`src/rtl/fetch_unit_pkg.sv`:
```
// Shared definitions for the instruction-fetch stage.
//   - bundle field widths (PC, instruction, exception cause)
//   - ADEF cause code used for a misaligned fetch PC
//   - fetch FSM state encoding
package fetch_unit_pkg;

    localparam int PC_W    = 32;
    localparam int INST_W  = 32;
    localparam int CAUSE_W = 7;

    localparam logic [CAUSE_W-1:0] ADEF_CAUSE_DEF = 7'h08;

    typedef enum logic [2:0] {
        S_REQ    = 3'd0,  // issue the icache request
        S_WAIT   = 3'd1,  // request accepted, waiting for data
        S_HOLD   = 3'd2,  // bundle captured, waiting for the buffer
        S_CANCEL = 3'd3,  // swallow the response of a flushed request
        S_EXC    = 3'd4   // halted on a fetch exception until flush
    } fetch_state_e;

endpackage

```
`src/rtl/fetch_npc.sv`:
```
// Combinational next-PC / slot-valid logic for one aligned fetch pair.
//   fetch_pc            : PC of slot 1 (slot 2 is fetch_pc+4)
//   taken[0]/taken[1]   : predicted-taken for slot 1 / slot 2
//   target1/target2     : predicted targets
//   next_pc             : PC of the following fetch
//   inst_valid2         : slot 2 is part of this fetch
//   pred_taken          : taken bits, slot 2 masked when it is not valid
//   pred_addr1/2        : predicted next PC per slot
module fetch_npc
    import fetch_unit_pkg::*;
(
    input  logic [PC_W-1:0] fetch_pc,
    input  logic [1:0]      taken,
    input  logic [PC_W-1:0] target1,
    input  logic [PC_W-1:0] target2,
    output logic [PC_W-1:0] next_pc,
    output logic            inst_valid2,
    output logic [1:0]      pred_taken,
    output logic [PC_W-1:0] pred_addr1,
    output logic [PC_W-1:0] pred_addr2
);

    always_comb begin
        // Slot 2 only exists when slot 1 starts an 8-byte pair and does not branch away.
        inst_valid2 = !fetch_pc[2] && !taken[0];
        pred_taken  = {taken[1] && inst_valid2, taken[0]};
        pred_addr1  = taken[0]      ? target1 : fetch_pc + 32'd4;
        pred_addr2  = pred_taken[1] ? target2 : fetch_pc + 32'd8;

        if (taken[0])
            next_pc = target1;
        else if (pred_taken[1])
            next_pc = target2;
        else
            next_pc = {fetch_pc[PC_W-1:3], 3'b000} + 32'd8;  // wraps mod 2^32
    end

endmodule

```
`src/rtl/fetch_unit.sv`:
```
// Instruction-fetch stage feeding the instruction buffer.
// Owns the fetch PC, issues one aligned dual-instruction icache request at a
// time, attaches branch prediction and fetch-exception info, and pushes the
// pair to the buffer as a single bundle (icache_valid_out).
//   clk, rst (async, active low)  flush/new_pc: redirect   stall_in: buffer full
//   bpu_*      : predictor lookup on bpu_pc (combinational response)
//   icache_*   : request/accept/response handshake
//   pc*/inst*/inst_valid*/pred_*/pc_is_exception_out*/pc_exception_cause_out*:
//                bundle fields, stable while in HOLD
module fetch_unit
    import fetch_unit_pkg::*;
#(
    parameter logic [PC_W-1:0]    RESET_PC   = 32'h8000_0000,
    parameter logic [CAUSE_W-1:0] ADEF_CAUSE = ADEF_CAUSE_DEF
) (
    input  logic               clk,
    input  logic               rst,
    input  logic               flush,
    input  logic [PC_W-1:0]    new_pc,
    input  logic               stall_in,
    output logic [PC_W-1:0]    bpu_pc,
    input  logic [1:0]         bpu_taken,
    input  logic [PC_W-1:0]    bpu_target1,
    input  logic [PC_W-1:0]    bpu_target2,
    output logic               icache_req,
    output logic [PC_W-1:0]    icache_addr,
    input  logic               icache_addr_ok,
    input  logic               icache_data_ok,
    input  logic [INST_W-1:0]  icache_rdata1,
    input  logic [INST_W-1:0]  icache_rdata2,
    output logic               icache_valid_out,
    output logic [PC_W-1:0]    pc1,
    output logic [PC_W-1:0]    pc2,
    output logic [INST_W-1:0]  inst1,
    output logic [INST_W-1:0]  inst2,
    output logic               inst_valid1,
    output logic               inst_valid2,
    output logic [1:0]         pred_taken,
    output logic [PC_W-1:0]    pred_addr1,
    output logic [PC_W-1:0]    pred_addr2,
    output logic               pc_is_exception_out1,
    output logic               pc_is_exception_out2,
    output logic [CAUSE_W-1:0] pc_exception_cause_out1,
    output logic [CAUSE_W-1:0] pc_exception_cause_out2
);

    fetch_state_e    state_q, state_d;
    logic [PC_W-1:0] fetch_pc;
    logic [PC_W-1:0] next_pc_q;
    logic            exc_q;
    logic            misaligned;

    logic [PC_W-1:0] npc_next, npc_pa1, npc_pa2;
    logic            npc_v2;
    logic [1:0]      npc_ptk;

    fetch_npc u_npc (
        .fetch_pc    (fetch_pc),
        .taken       (bpu_taken),
        .target1     (bpu_target1),
        .target2     (bpu_target2),
        .next_pc     (npc_next),
        .inst_valid2 (npc_v2),
        .pred_taken  (npc_ptk),
        .pred_addr1  (npc_pa1),
        .pred_addr2  (npc_pa2)
    );

    assign bpu_pc           = fetch_pc;
    assign misaligned       = fetch_pc[1:0] != 2'b00;
    // Gated by rst so nothing is requested while reset is held.
    assign icache_req       = rst && (state_q == S_REQ) && !misaligned;
    assign icache_addr      = icache_req ? fetch_pc : '0;
    assign icache_valid_out = (state_q == S_HOLD) && !stall_in && !flush;

    // Slot 2 of a pair whose slot 1 is aligned is aligned too, so it never faults.
    assign pc_is_exception_out2    = 1'b0;
    assign pc_exception_cause_out2 = '0;

    always_ff @(posedge clk or negedge rst) begin
        if (!rst) state_q <= S_REQ;
        else      state_q <= state_d;
    end

    always_comb begin
        state_d = state_q;
        case (state_q)
            S_REQ: begin
                if (flush)
                    state_d = (icache_req && icache_addr_ok) ? S_CANCEL : S_REQ;
                else if (misaligned)
                    state_d = S_HOLD;
                else if (icache_addr_ok)
                    state_d = S_WAIT;
            end
            // A response arriving together with the flush already retires the
            // request, so there is nothing left to cancel.
            S_WAIT: begin
                if (flush)
                    state_d = icache_data_ok ? S_REQ : S_CANCEL;
                else if (icache_data_ok)
                    state_d = S_HOLD;
            end
            S_HOLD: begin
                if (flush)
                    state_d = S_REQ;
                else if (!stall_in)
                    state_d = exc_q ? S_EXC : S_REQ;
            end
            S_CANCEL: begin
                if (icache_data_ok)
                    state_d = S_REQ;
            end
            S_EXC: begin
                if (flush)
                    state_d = S_REQ;
            end
            default: state_d = S_REQ;
        endcase
    end

    always_ff @(posedge clk or negedge rst) begin
        if (!rst) begin
            fetch_pc                <= RESET_PC;
            next_pc_q               <= '0;
            exc_q                   <= 1'b0;
            pc1                     <= '0;
            pc2                     <= '0;
            inst1                   <= '0;
            inst2                   <= '0;
            inst_valid1             <= 1'b0;
            inst_valid2             <= 1'b0;
            pred_taken              <= '0;
            pred_addr1              <= '0;
            pred_addr2              <= '0;
            pc_is_exception_out1    <= 1'b0;
            pc_exception_cause_out1 <= '0;
        end else if (flush) begin
            fetch_pc <= new_pc;
            exc_q    <= 1'b0;
        end else begin
            case (state_q)
                S_REQ: begin
                    if (misaligned) begin
                        pc1                     <= fetch_pc;
                        pc2                     <= fetch_pc + 32'd4;
                        inst1                   <= '0;
                        inst2                   <= '0;
                        inst_valid1             <= 1'b1;
                        inst_valid2             <= 1'b0;
                        pred_taken              <= '0;
                        pred_addr1              <= fetch_pc + 32'd4;
                        pred_addr2              <= fetch_pc + 32'd8;
                        pc_is_exception_out1    <= 1'b1;
                        pc_exception_cause_out1 <= ADEF_CAUSE;
                        exc_q                   <= 1'b1;
                    end else if (icache_addr_ok) begin
                        // Prediction is taken from the accept cycle; bpu_pc == fetch_pc.
                        pc1                     <= fetch_pc;
                        pc2                     <= fetch_pc + 32'd4;
                        inst_valid1             <= 1'b1;
                        inst_valid2             <= npc_v2;
                        pred_taken              <= npc_ptk;
                        pred_addr1              <= npc_pa1;
                        pred_addr2              <= npc_pa2;
                        pc_is_exception_out1    <= 1'b0;
                        pc_exception_cause_out1 <= '0;
                        next_pc_q               <= npc_next;
                        exc_q                   <= 1'b0;
                    end
                end
                S_WAIT: begin
                    if (icache_data_ok) begin
                        inst1 <= icache_rdata1;
                        inst2 <= icache_rdata2;
                    end
                end
                S_HOLD: begin
                    if (!stall_in)
                        fetch_pc <= next_pc_q;
                end
                default: ;
            endcase
        end
    end

endmodule

```
`config.mk`:
```
export PLATFORM = sky130hd
export DESIGN_NAME = fetch_unit
export DESIGN_NICKNAME = d
export VERILOG_FILES = /design/src/rtl/fetch_unit_pkg.sv /design/src/rtl/fetch_npc.sv /design/src/rtl/fetch_unit.sv
export SDC_FILE = /design/constraint.sdc
export NUM_CORES = 1
export LEC_CHECK = 0
export CAP_MARGIN = 20
export CORE_MARGIN = 1
export CORE_UTILIZATION = 30
export CTS_CLUSTER_DIAMETER = 40
export DETAILED_ROUTE_END_ITERATION = 6
export HOLD_SLACK_MARGIN = 0.08
export MAX_ROUTING_LAYER = met4
export SLEW_MARGIN = 10
export SYNTH_ARGS = -nofsm -noshare
export SYNTH_HDL_FRONTEND = slang
export SYNTH_SLANG_ARGS = --single-unit
```
`constraint.sdc`:
```
create_clock -name clk -period 5.6 [get_ports clk]
set_input_delay 1.12 -clock clk [delete_from_list [all_inputs] [get_ports clk]]
set_output_delay 1.12 -clock clk [all_outputs]
set_load 0.1 [all_outputs]
```
==> metrics <==
Worst-Margin Slew=1.13 ns; syn_area_per_cell=9.00 um^2; vias in the first global route=12200; synth-to-layout area growth=52.2%; Routed Antenna Nets=0; routed len/inst=22.4 um; DRC errors left=11; CTS clk-pin slew, worst paths=0.05 ns; FF-to-FF path depth=4; first-pass GRT wire length=79700 um; setup TNS=0 ns; die height=209 um; Gate Count Post-Synth=1431; most common cell after layout, fill and taps aside=clkdlybuf4s50_1; Ports=446; via count=12500; status=complete, but fails checks; Vias per Instance=5.19; IO buf count=429; Detail Placement HPWL=38700 um; delay-heaviest family, CP=simple AND/OR/NAND/NOR gates; max_cap viols=0; Max Freq=223 MHz; Worst setup EP type=output pin; reg2reg end=next_pc_q[24]; startpoint types=register; Min-Delay Path Class=in2async; area of the mapped netlist=12900 um^2; CTS Sinks=263; Initial Utilization=0.306; slew margin rel.=0.241; synth warn=0; die area=43700 um^2; post-CTS sizing=0; RSZ-0062 raised after global routing=no; Setup Viol. Count Final=0; Worst Path Buf+Inv=2; Met2 Routed Length=24900 um; M1 WL=22700 um; clock buffer depth=3; Top Metal Used=met4; global-route usage over all layers=0.250; clk root buf=clkbuf_16; cts-stage hold buffer count=0; Post-Route WL=53800 um; slowest CP cell=and3_1; core box area=42100 um^2; distinct cell type count after synthesis=72; Chip Width=209 um; pin count of the biggest net entering global routing=95; Final #Nets=1981; beginning of the critical path=state_q[0]; sequential-to-total area share from yosys stat=0.511; failing checks=design-rule violations; Worst R2R Setup Slack=2.49 ns; CTS tree=built; total CTS buffers=51; Core Rows=75; DR iter-0 viols=1258; grt ovf=0; worst path required time=4.48 ns; Seq cells post-synth=263; Pins Over Slew Limit=0; met3 WL post-DR=4730 um; CP Max Fanout=19; initial antenna violation count=9; WP data arrival=3.36 ns; critical path class=reg2out; depth of the CTS H-tree=2; commonest non-fill, non-tap cells in the layout=394 x clkdlybuf4s50_1, 319 x nand2_1, 262 x dfrtp_1; Post-CTS Setup Bufs=0; async set-reset flop share out of synthesis=1.00; GPL Wtd Cong=0.850; fin crit share=0.800; worst-skew pair later-pin latency=0.58 ns; Fin. Hold Viols=0; crit path cell chain=nor3_1 -> and3_1 -> buf_4 -> and2_1 -> buf_12; Post-synth EDFFs=0; max incr delay on CP=0.96 ns; worst r2r src=state_q[1]; min Tclk post-route=4.48 ns; clock skew=0.0250 ns; layout cell share with drive strength beyond 1=0.0998; Top FF cell, synth=dfrtp_1; First-pass DRT Iterations=7
[Yosys cell counts, drive strengths merged (18+ instances only)]
| library cell | count | area share |
|---|---|---|
| a21oi | 44 | 0.017 |
| nand3 | 26 | 0.012 |
| xor2 | 25 | 0.017 |
| clkbuf | 77 | 0.023 |
| buf | 64 | 0.034 |
| inv | 40 | 0.012 |
| a222oi | 32 | 0.025 |
| nor3 | 22 | 0.0086 |
| xnor2 | 21 | 0.014 |
| and2 | 34 | 0.017 |
| o21ai | 172 | 0.067 |
| nand2 | 320 | 0.093 |
| dfrtp | 262 | 0.51 |
| a22oi | 18 | 0.010 |
| nor2 | 100 | 0.029 |
[worst reg2reg max path, cell delays in order, from the launching register on]
cell and delay, ns:
dfrtp_1 0.55, or4_1 0.76, nor2_4 0.70, nand2_1 0.52
o311ai_0 0.45
[routing by layer]
layer,GRT usage,vias up
li1,-,5718
met1,0.322,6120
met2,0.374,553
met3,0.0697,73
met4,0.0875,0
met5,-,-
[stage by stage]
step | util | hold slack [ns] | std cells | setup WS [ns] | area [um^2]
3_5_place_dp | 0.421 | 0.460 | 2296 | 1.41 | 17700
4_1_cts | 0.464 | 0.405 | 2391 | 1.10 | 19600
3_3_place_gp | 0.421 | 0.452 | 2296 | 1.50 | 17700
5_1_grt | 0.465 | 0.430 | 2401 | 0.923 | 19600
2_1_floorplan | - | 0.450 | 1446 | 1.22 | 12900
6_report | 0.465 | 0.415 | 2401 | 1.12 | 19600
[cell type report]
class                           count  area, um^2
Antenna cell                        9        22.5
Clock buffer                       56        1350
Clock inverter                     39         480
Fill cell                        3918       22500
Inverter                           41         154
Multi-Input combinational cell   1000        5530
Sequential cell                   263        6580
Tap cell                          539         674
Timing Repair Buffer              454        4800
[state kept, by name, summed over array words and instances (netlist names), 30 cells and up]
signal	flops
pred_addr1	32
inst1	32
bpu_pc	32
inst2	32
pc2	30
next_pc_q	32
pred_addr2	32
pc1	32
[worst max-delay path by stage]
stage	depth (start not counted)	to	slack, ns
floorplan	5	icache_addr[22]	1.22
global placement	5	icache_addr[15]	1.50
detailed placement	5	icache_addr[15]	1.41
CTS	5	icache_addr[15]	1.10
global route	5	icache_addr[11]	0.92
finish	5	icache_addr[14]	1.12
[cell families after synthesis]
| family | count (synthesis) | share of synthesized area |
|---|---|---|
| fa+ha+maj | 2 | 0.00194 |
| other cells | 1 | 0.000291 |
| simple gates | 562 | 0.196 |
| buf+inv | 183 | 0.0690 |
| flops | 263 | 0.511 |
| mux | 9 | 0.00710 |
| xor+xnor | 46 | 0.0313 |
| compound gates | 365 | 0.183 |
Power is left out: the tool's default activity adds up to more than one toggle a clock period on the data nets, which glitch-free logic cannot reach.
